[config.mk]
export PLATFORM = sky130hd
export DESIGN_NAME = serial_subtractor
export DESIGN_NICKNAME = d
export VERILOG_FILES = /design/src/rtl/serial_arith_pkg.sv /design/src/rtl/serial_sub_cell.sv /design/src/rtl/serial_subtractor.sv
export SDC_FILE = /design/constraint.sdc
export NUM_CORES = 1
export LEC_CHECK = 0
export CORE_MARGIN = 5
export CORE_UTILIZATION = 45
export CTS_CLUSTER_DIAMETER = 60
export DETAILED_ROUTE_END_ITERATION = 8
export PLACE_DENSITY = 0.7
export SLEW_MARGIN = 10
export SYNTH_ARGS = -nofsm -noshare
export SYNTH_HDL_FRONTEND = slang
export SYNTH_SLANG_ARGS = --single-unit
[constraint.sdc]
create_clock -name clk -period 4.5 [get_ports clk]
set_input_delay 1.35 -clock clk [delete_from_list [all_inputs] [get_ports clk]]
set_output_delay 1.35 -clock clk [all_outputs]
set_load 0.005 [all_outputs]
[src/rtl/serial_arith_pkg.sv]
// Shared definitions for the bit-serial arithmetic blocks (serial_adder,
// serial_subtractor).
//   state_e : FSM encoding shared by the serial arithmetic controllers.
package serial_arith_pkg;

  typedef enum logic [1:0] {
    ST_IDLE = 2'd0,
    ST_RUN  = 2'd1,
    ST_DONE = 2'd2
  } state_e;

endpackage

[src/rtl/serial_sub_cell.sv]
// One-bit full subtractor: d = a - b - bin, with borrow-out.
// Purely combinational; the borrow storage lives in the parent.
//   a    in  1  minuend bit
//   b    in  1  subtrahend bit
//   bin  in  1  borrow-in
//   d    out 1  difference bit
//   bout out 1  borrow-out
module serial_sub_cell (
  input  logic a,
  input  logic b,
  input  logic bin,
  output logic d,
  output logic bout
);

  always_comb begin
    d    = a ^ b ^ bin;
    bout = (~a & b) | (~(a ^ b) & bin);
  end

endmodule

[src/rtl/serial_subtractor.sv]
// Bit-serial subtractor: latches A and B on an accepted start and computes
// A - B LSB-first, one bit per clock, using a single borrow flip-flop.
// {borrow, diff} is the WIDTH+1-bit two's-complement result.
//   clk    in   1      rising-edge clock
//   rst    in   1      asynchronous active-high reset
//   strt   in   1      start request, sampled only in IDLE
//   A      in   WIDTH  minuend, sampled on the accepting edge
//   B      in   WIDTH  subtrahend, sampled on the accepting edge
//   diff   out  WIDTH  A - B modulo 2^WIDTH, held until the next result
//   borrow out  1      final borrow-out (A < B unsigned)
//   busy   out  1      high in RUN and DONE
//   done   out  1      one-cycle pulse when diff/borrow are valid
module serial_subtractor
  import serial_arith_pkg::*;
#(
  parameter int unsigned WIDTH = 8
) (
  input  logic             clk,
  input  logic             rst,
  input  logic             strt,
  input  logic [WIDTH-1:0] A,
  input  logic [WIDTH-1:0] B,
  output logic [WIDTH-1:0] diff,
  output logic             borrow,
  output logic             busy,
  output logic             done
);

  localparam int unsigned CW = $clog2(WIDTH) + 1;
  localparam logic [CW-1:0] CNT_LAST = CW'(WIDTH - 1);

  state_e           state_q, state_d;
  logic [WIDTH-1:0] a_sh_q, a_sh_d;
  logic [WIDTH-1:0] b_sh_q, b_sh_d;
  logic [WIDTH-1:0] res_q, res_d;
  logic [CW-1:0]    cnt_q, cnt_d;
  logic             bff_q, bff_d;
  logic [WIDTH-1:0] diff_q, diff_d;
  logic             borrow_q, borrow_d;
  logic             busy_q, busy_d;
  logic             done_q, done_d;

  logic cell_d, cell_bout;

  serial_sub_cell u_cell (
    .a    (a_sh_q[0]),
    .b    (b_sh_q[0]),
    .bin  (bff_q),
    .d    (cell_d),
    .bout (cell_bout)
  );

  always_comb begin
    state_d  = state_q;
    a_sh_d   = a_sh_q;
    b_sh_d   = b_sh_q;
    res_d    = res_q;
    cnt_d    = cnt_q;
    bff_d    = bff_q;
    diff_d   = diff_q;
    borrow_d = borrow_q;
    busy_d   = busy_q;
    done_d   = 1'b0;

    unique case (state_q)
      ST_IDLE: begin
        if (strt) begin
          a_sh_d  = A;
          b_sh_d  = B;
          bff_d   = 1'b0;
          cnt_d   = '0;
          busy_d  = 1'b1;
          state_d = ST_RUN;
        end
      end
      ST_RUN: begin
        a_sh_d = a_sh_q >> 1;
        b_sh_d = b_sh_q >> 1;
        // Result fills from the MSB end so the last bit lands it fully aligned.
        res_d  = {cell_d, res_q[WIDTH-1:1]};
        bff_d  = cell_bout;
        cnt_d  = cnt_q + 1'b1;
        if (cnt_q == CNT_LAST) begin
          diff_d   = res_d;
          borrow_d = cell_bout;
          done_d   = 1'b1;
          state_d  = ST_DONE;
        end
      end
      ST_DONE: begin
        busy_d  = 1'b0;
        state_d = ST_IDLE;
      end
      default: begin
        busy_d  = 1'b0;
        state_d = ST_IDLE;
      end
    endcase
  end

  always_ff @(posedge clk or posedge rst) begin
    if (rst) begin
      state_q  <= ST_IDLE;
      a_sh_q   <= '0;
      b_sh_q   <= '0;
      res_q    <= '0;
      cnt_q    <= '0;
      bff_q    <= 1'b0;
      diff_q   <= '0;
      borrow_q <= 1'b0;
      busy_q   <= 1'b0;
      done_q   <= 1'b0;
    end else begin
      state_q  <= state_d;
      a_sh_q   <= a_sh_d;
      b_sh_q   <= b_sh_d;
      res_q    <= res_d;
      cnt_q    <= cnt_d;
      bff_q    <= bff_d;
      diff_q   <= diff_d;
      borrow_q <= borrow_d;
      busy_q   <= busy_d;
      done_q   <= done_d;
    end
  end

  assign diff   = diff_q;
  assign borrow = borrow_q;
  assign busy   = busy_q;
  assign done   = done_q;

endmodule

# [After elaboration in Yosys (flattened, before gate mapping)]
# Cells that the tools add are included.
[totals] word_cells=44 reg_bits=42 in_bits=19 out_inout_bits=11
[classes] addsub=1 reduce_logical=6 muxes=15 n_eq_ne=4 bitwise=8
[ops] cell="$pmux W8 S2" count=2
[ops] cell="$mux W8" count=2
[ops] cell="$pmux W4 S2" count=1
[ops] cell="$reduce_and A2 Y1" count=4
[ops] cell="$add A4 B1 Y4 const B" count=1
[ops] cell="$eq A4 B3 Y1 const B" count=1
[ops] cell="$mux W1" count=4
[ops] cell="$mux W2" count=2
[ops] cell="$mux W4" count=1
[ops] cell="$ne A2 B2 Y1 const B" count=2
[ops] cell="$pmux W1 S2" count=2
[ops] cell="$pmux W2 S2" count=1
[ops] cell="$not A1 Y1" count=3
[ops] cell="$and A1 B1 Y1" count=2
[ops] cell="$eq A2 B1 Y1 const B" count=1
[ops] cell="$logic_not A2 Y1" count=1
[ops] cell="$reduce_bool A2 Y1" count=1
[ops] cell="$xor A1 B1 Y1" count=2
[ops] cell="$or A1 B1 Y1" count=1

# [Longest topological paths before layout]
# Gate-level depths: netlist (run 1).
[depth] word_depth=5 mapped_depth=5 mapped_depth_nobuf=4

# [Modules after synthesis]
# Synthesis (run 1) repeated with hierarchy kept, for this count alone.
[unflattened] hier_cells=159 area_unflattened_um2=1720.4
[modules_own_cells] module="serial_subtractor" cells_per_inst=155 instances=1 area_each_um2=1689.1 seq_area_each_um2=1026.0
[modules_own_cells] module="serial_sub_cell" cells_per_inst=4 instances=1 area_each_um2=31.3 seq_area_each_um2=0.0

# [Least setup slack after synthesis (run 1)]
# OpenSTA, ideal clock, no wires.
[synth_timing] kind="input -> register" from="input port strt" to="register a_sh_q[0]" path_slack_ns=2.332 t_arrival_ns=2.085 setup_time_ns=0.083 path_stages=4 required_ns=4.417 path_buffers=1 cell_sequence="o21bai_1 > clkbuf_1 > nand2_1 > o21ai_0"
[synth_via] elab_chain_cells=2
[synth_rtl] item="start, declared" line="serial_subtractor.sv:20" rtl="input logic strt,"
[synth_rtl] item="$ne A2 B2 Y1 (no line)"
[synth_rtl] item="$reduce_and A2 Y1 (no line)"
[synth_rtl] item="end signal, assigned" line="serial_subtractor.sv:115" rtl="a_sh_q <= a_sh_d;"
[synth_rtl] item="end, declared" line="serial_subtractor.sv:33" rtl="logic [WIDTH-1:0] a_sh_q, a_sh_d;"
# Every way passes these cells.
# A chain may end at the register's enable or synchronous reset.

# [Final worst setup path (run 1)]
[layout_timing] from="input port strt" to="register a_sh_q[6]"
# The elaborated chain is that of the path after synthesis.

==> metrics.cfg, run 1 <==
[placed_design]
hpwl_um = 2210
place_ws_ns = 1.30
port_buffers = 29
gp_congestion = 0.779
place_area_sq_mm = 0.00206

[power_and_ir_drop]
peakVddDrop_v = 0.000275
powerDensity_mw_per_mm2 = 597
leakage_nw = 0.949

[critical_path]
cp_top_family = simple AND/OR/NAND/NOR gates
path_cells = clkdlybuf4s50_1, nor2b_1, a22oi_1, o21ai_0
slowest_stage = nor2b_1
timing.critical_path.buf_inv = 1
end_kind = flop
arrival_ns = 3.10
cp.required_ns = 4.70
critical_path.max_stage_delay_ns = 0.77
cp_max_fo = 13
cp-start-kind = input port
path_class = in2reg

[floorplanning]
core_sq_mm = 0.00369
die_w_um = 72.1
ioPinCount = 30
num_rows = 22
dieArea_sq_mm = 0.00520
start_util_pct = 47.1
die_h_um = 72.1

[cells_and_area]
mostFrequentLayoutCell = dfrtp_1
multi_input_area_sq_um = 651
num-fill-cells = 351
num_antenna_cells = 0
drive_above_1_share_pct = 9.90
syn_to_final_growth_pct = 23.1
final_util_pct = 58.0
stdcell_area_sq_mm = 0.00214
regArea_sq_mm = 0.00103
nNetsFinal = 212
final_cell_mix = dfrtp_1 (41), nand2_1 (38), clkdlybuf4s50_1 (29)

[sta]
post-route-period-util_pct = 64.5
hold_viol_final = 0
fmax_mhz = 345
min_period_ns = 2.90
finalMaxSlewViolations = 0
skew_ns = 0.00458
fin_ws_ns = 1.60
finalSetupTns_ns = 0
setup_viol = 0
worst_pin_slew_ns = 0.918
grt_setup_unrepaired = false
slew_headroom_pct = 38.7

[synth]
synthFlopType = dfrtp_1
synth_area_sq_mm = 0.00174
synthCells = 162
ys_ff_latch = 41
synthArstFlopShare_pct = 100
ys_seq_area_share_pct = 59.0
ys_types = 27
syn_area_per_cell_sq_um = 10.7
synth_edf_count = 0
yosysWarnings = 0
synth_nets = 183

[grt]
grt_overflow_total = 0
track_usage_pct = 13.8
grt_pass1_vias = 1210
antenna_found_initial = 0
grt_start_max_net_pins = 42
grt_pass1_wl_um = 5600

[routing]
wl_per_cell_um = 13.3
routed_wl_um = 3180
via_count = 1237
drt_iter0_markers = 65
first_pass_iters = 6
drc = 0
postRouteAntennaNets = 0
viasPerCell = 5.15

[worst_hold_path]
hp-class = reg2reg

[status]
status = completed

[clock_network]
cts_hold_buf = 0
cts_max_level = 2
clk_pin_slew_ns = 0.07
post_cts.repair.setup_buffers = 0
clock_latency_ns = 0.29
cts_made_buffers = 5
cts_tree = yes
clockBufferDepth = 2
post_cts_resized = 0
cts_sinks = 41
clockRootBuffer = clkbuf_8

[job]
maxCapViolCount = 0

[kinds of logic after synthesis]
family	synth area share, %
and+or+nand+nor	15.0
adders and majority gates	1.87
AOI/OAI and AO/OA	14.3
DFF	59.0
muxes	6.34
buffers and inverters	3.53
[worst register-to-register path, stage by stage (launching register included)]
cell      delay (ns)
dfrtp_1         0.90
nand2b_4        0.21
nor3_4          0.49
mux2_2          0.39
[path summary, 6_finish.rpt]
path                       depth (start not counted)                    from  slack [ns]                     to
max                                                4                    strt        1.60  a_sh_q[6]$_DFFE_PP0P_
min                                                2    res_q[1]$_DFFE_PP0P_        0.49   res_q[1]$_DFFE_PP0P_
max reg2reg                                        3  state_q[0]$_DFFE_PP0P_        2.39    diff[5]$_DFFE_PP0P_
min reg2reg                                        2    res_q[1]$_DFFE_PP0P_        0.49   res_q[1]$_DFFE_PP0P_
max in group asynchronous                          3                     rst        2.67   cnt_q[2]$_DFFE_PP0P_
min in group asynchronous                          3                     rst        1.48         done$_DFF_PP0_
[registers in the layout (all words and copies together), names as in the netlist]
name	cells
a_sh_q	8
b_sh_q	8
bff_q	1
borrow	1
busy	1
cnt_q	4
diff	8
done	1
res_q	7
state_q	2
[layer usage]
metal  GRT usage [%]  vias to the layer above  part of all wire [%]
li1                -                      609                     -
met1            18.0                      594                    46
met2            21.2                       30                    47
met3            5.12                        4                   6.0
met4            5.01                        0                   1.1
met5               0                        -                     0
[area by class of cell]
class                      count  area share [%]
inverter                       4           0.702
multi-input combinational    108            30.4
clock inverter                 2           0.468
clock buffer                   6            3.39
timing repair buffer          31            14.3
tap                           48            2.81
sequential                    41            48.0
[metrics by stage]
stage	total power [mW]	hold WS, ns	instances
detailed placement	1.07	0.472	232
finish	1.28	0.486	240
global placement	1.05	0.461	232
floorplan	0.903	0.440	162
global route	1.39	0.507	240
CTS	1.30	0.488	240
[cell usage after synthesis (2+ instances only)]
cell type	count	share of area [%]
a22oi_1	12	5.2
nand2_1	38	8.2
a21oi_1	6	1.7
mux2i_1	2	1.2
mux2_2	8	5.2
nor2b_1	5	1.8
o21ai_0	15	4.3
nor2_1	6	1.3
a22o_1	2	1.0
o22ai_1	2	0.72
inv_1	4	0.86
dfrtp_1	41	59
clkbuf_1	6	1.3
and3b_1	2	1.0
[report_power, final]
part           internal [mW]  switching (mW)  total, mW
clock                  0.107           0.117      0.224
combinational          0.235           0.182      0.417
sequential             0.517           0.118      0.635
(Power assumes the default switching activity.)
==> run 2, diff against run 1 <==
PLACE_DENSITY = 0.72   (was 0.7)
clock period = 2.35 ns   (was 4.5 ns; I/O delays follow)
==> run 2 against run 1 <==
Effect of this change:
- critical path type is now reg2out
- cell area is 3.0% higher
- via count is 1.9% higher
- largest cell class unchanged
- total power is 110% higher
- largest power group unchanged
- hold slack worse by 0.0081 ns
- non-clock buffer count is 4 higher
- routed wire length is 6.0% higher
- core utilization is 1.7 points higher
- clock-buffer cell count is 1 higher
- first-iteration DRC count is 6.2% higher
- sequential cell count stayed put
- combinational power is 110% higher
==> metrics.cfg, run 2 (synthesis results as in run 1) <==
[placed_design]
port_buffers = 29  ; unchanged
dp_cells = 236  ; +1.7%
gp_congestion = 0.845  ; +8.5%
place_area_sq_mm = 0.00209  ; +1.5%
hpwl_um = 2370  ; +7.3%

[clock_network]
clockRootBuffer = clkbuf_8
cts_max_level = 2  ; unchanged
post_cts.repair.setup_buffers = 0  ; unchanged
clk_pin_slew_ns = 0.08  ; about the same
cts_sinks = 41  ; unchanged
cts_hold_buf = 0  ; unchanged
post_cts_resized = 0  ; unchanged
clockBufferDepth = 2  ; unchanged
clock_latency_ns = 0.29  ; about the same
cts_tree = yes
cts_made_buffers = 5  ; unchanged

[critical_path]
path_cells = clkdlybuf4s50_1
path_class = reg2out
rrSetupSlack_ns = 0.67  ; -1.72 ns
end_kind = output pin
slowest_stage = clkdlybuf4s50_1
timing.critical_path.buf_inv = 1  ; unchanged
cp_top_family = buffers and inverters
rr_startpoint = cnt_q[0]$_DFFE_PP0P_
worst-path-stages = 1  ; -3
r2r_end = diff[3]$_DFFE_PP0P_
arrival_ns = 1.16  ; -1.94 ns
cp-start-kind = flop
r2r_cells = 4  ; +1
critical_path.max_stage_delay_ns = 0.51  ; -0.26 ns
cp.required_ns = 1.64  ; -3.06 ns
cp_max_fo = 2  ; -11

[routing]
routed_wl_um = 3370  ; +6.0%
wl_per_cell_um = 13.8  ; +4.2%
postRouteAntennaNets = 0  ; unchanged
viasPerCell = 5.17  ; +0.27%
drc = 0  ; unchanged
drt_iter0_markers = 69  ; +6.2%
first_pass_iters = 4  ; -2
via_count = 1261  ; +1.9%

[job]
maxCapViolCount = 0  ; unchanged

[worst_hold_path]
hp-start = res_q[1]$_DFFE_PP0P_
hp-class = reg2reg
min_path_cells = 2  ; unchanged
holdPathEnd = res_q[1]$_DFFE_PP0P_

[sta]
worst_pin_slew_ns = 0.501  ; -0.418 ns
skew_ns = 0.00610  ; +0.00152 ns
hold_viol_final = 0  ; unchanged
setup_viol = 0  ; unchanged
grt_setup_unrepaired = false
finalMaxSlewViolations = 0  ; unchanged
finalSetupTns_ns = 0  ; unchanged
worst_hold_slack_ns = 0.478  ; -0.00814 ns
slew_headroom_pct = 66.5  ; +28 points
post-route-period-util_pct = 79.2
fmax_mhz = 538
min_period_ns = 1.86

[grt]
grt_overflow_total = 0  ; unchanged
track_usage_pct = 15.0  ; +1.1 points
grt_start_max_net_pins = 42  ; unchanged
grt_pass1_wl_um = 6080  ; +8.6%
grt_pass1_vias = 1342  ; +11%
antenna_found_initial = 0  ; unchanged

[cells_and_area]
num-fill-cells = 347  ; -1.1%
drive_above_1_share_pct = 11.7  ; +1.8 points
nNetsFinal = 216  ; +1.9%
num_antenna_cells = 0  ; unchanged
mostFrequentLayoutCell = dfrtp_1
final_cell_mix = dfrtp_1 (41), nand2_1 (38), clkdlybuf4s50_1 (29)
stdcell_area_sq_mm = 0.00220  ; +3.0%
instances_no_fill = 244  ; +1.7%
syn_to_final_growth_pct = 26.8

[power_and_ir_drop]
peakVddDrop_v = 0.000479  ; +74%
powerDensity_mw_per_mm2 = 1200  ; +100%
p_total_mw = 2.64  ; +110%
leakage_nw = 0.982  ; +3.5%

[floorplanning]
start_util_pct = 47.1  ; unchanged
ioPinCount = 30  ; unchanged
num_rows = 22  ; unchanged
core_sq_mm = 0.00369  ; unchanged
dieArea_sq_mm = 0.00520  ; unchanged
die_h_um = 72.1  ; unchanged
die_w_um = 72.1  ; unchanged

[status]
status = completed

==> run 2: area by class of cell <==
class,count,area [sq um],area share (%)
clock buffers,7,86.3,3.92
clock inverters,1,30.0,1.36
inverters,4,15.0,0.681
multi-input cells,108,651,29.5
flip-flops and latches,41,1030,46.6
well taps,48,60.1,2.73
repair buffers,35,335,15.2
==> run 2: worst max path at each step <==
stage	start	to	slack, ns
2_1_floorplan	rst	a_sh_q[0]$_DFFE_PP0P_	0.70
3_3_place_gp	strt	b_sh_q[5]$_DFFE_PP0P_	0.40
3_5_place_dp	strt	b_sh_q[4]$_DFFE_PP0P_	0.28
4_1_cts	diff[3]$_DFFE_PP0P_	diff[3]	0.47
5_1_grt	diff[7]$_DFFE_PP0P_	diff[7]	0.45
6_report	busy$_DFFE_PP0P_	busy	0.49
==> run 2: through the flow <==
stage          util [%]  worst slack [ns]
2_1_floorplan         -             0.699
3_3_place_gp       56.6             0.396
3_5_place_dp       56.6             0.283
4_1_cts            59.7             0.469
5_1_grt            59.7             0.449
6_report           59.7             0.490
==> run 2: layer usage <==
layer / part of all wire, % / GRT usage (%)
met5: 0 / 0
met4: 1.8 / 6.89
met3: 5.1 / 3.60
met2: 50 / 24.5
met1: 43 / 18.7
==> run 2: power breakdown <==
part	internal [mW]	switching [mW]	total, mW
combinational	0.476	0.413	0.889
clock	0.346	0.229	0.576
sequential	0.990	0.188	1.18
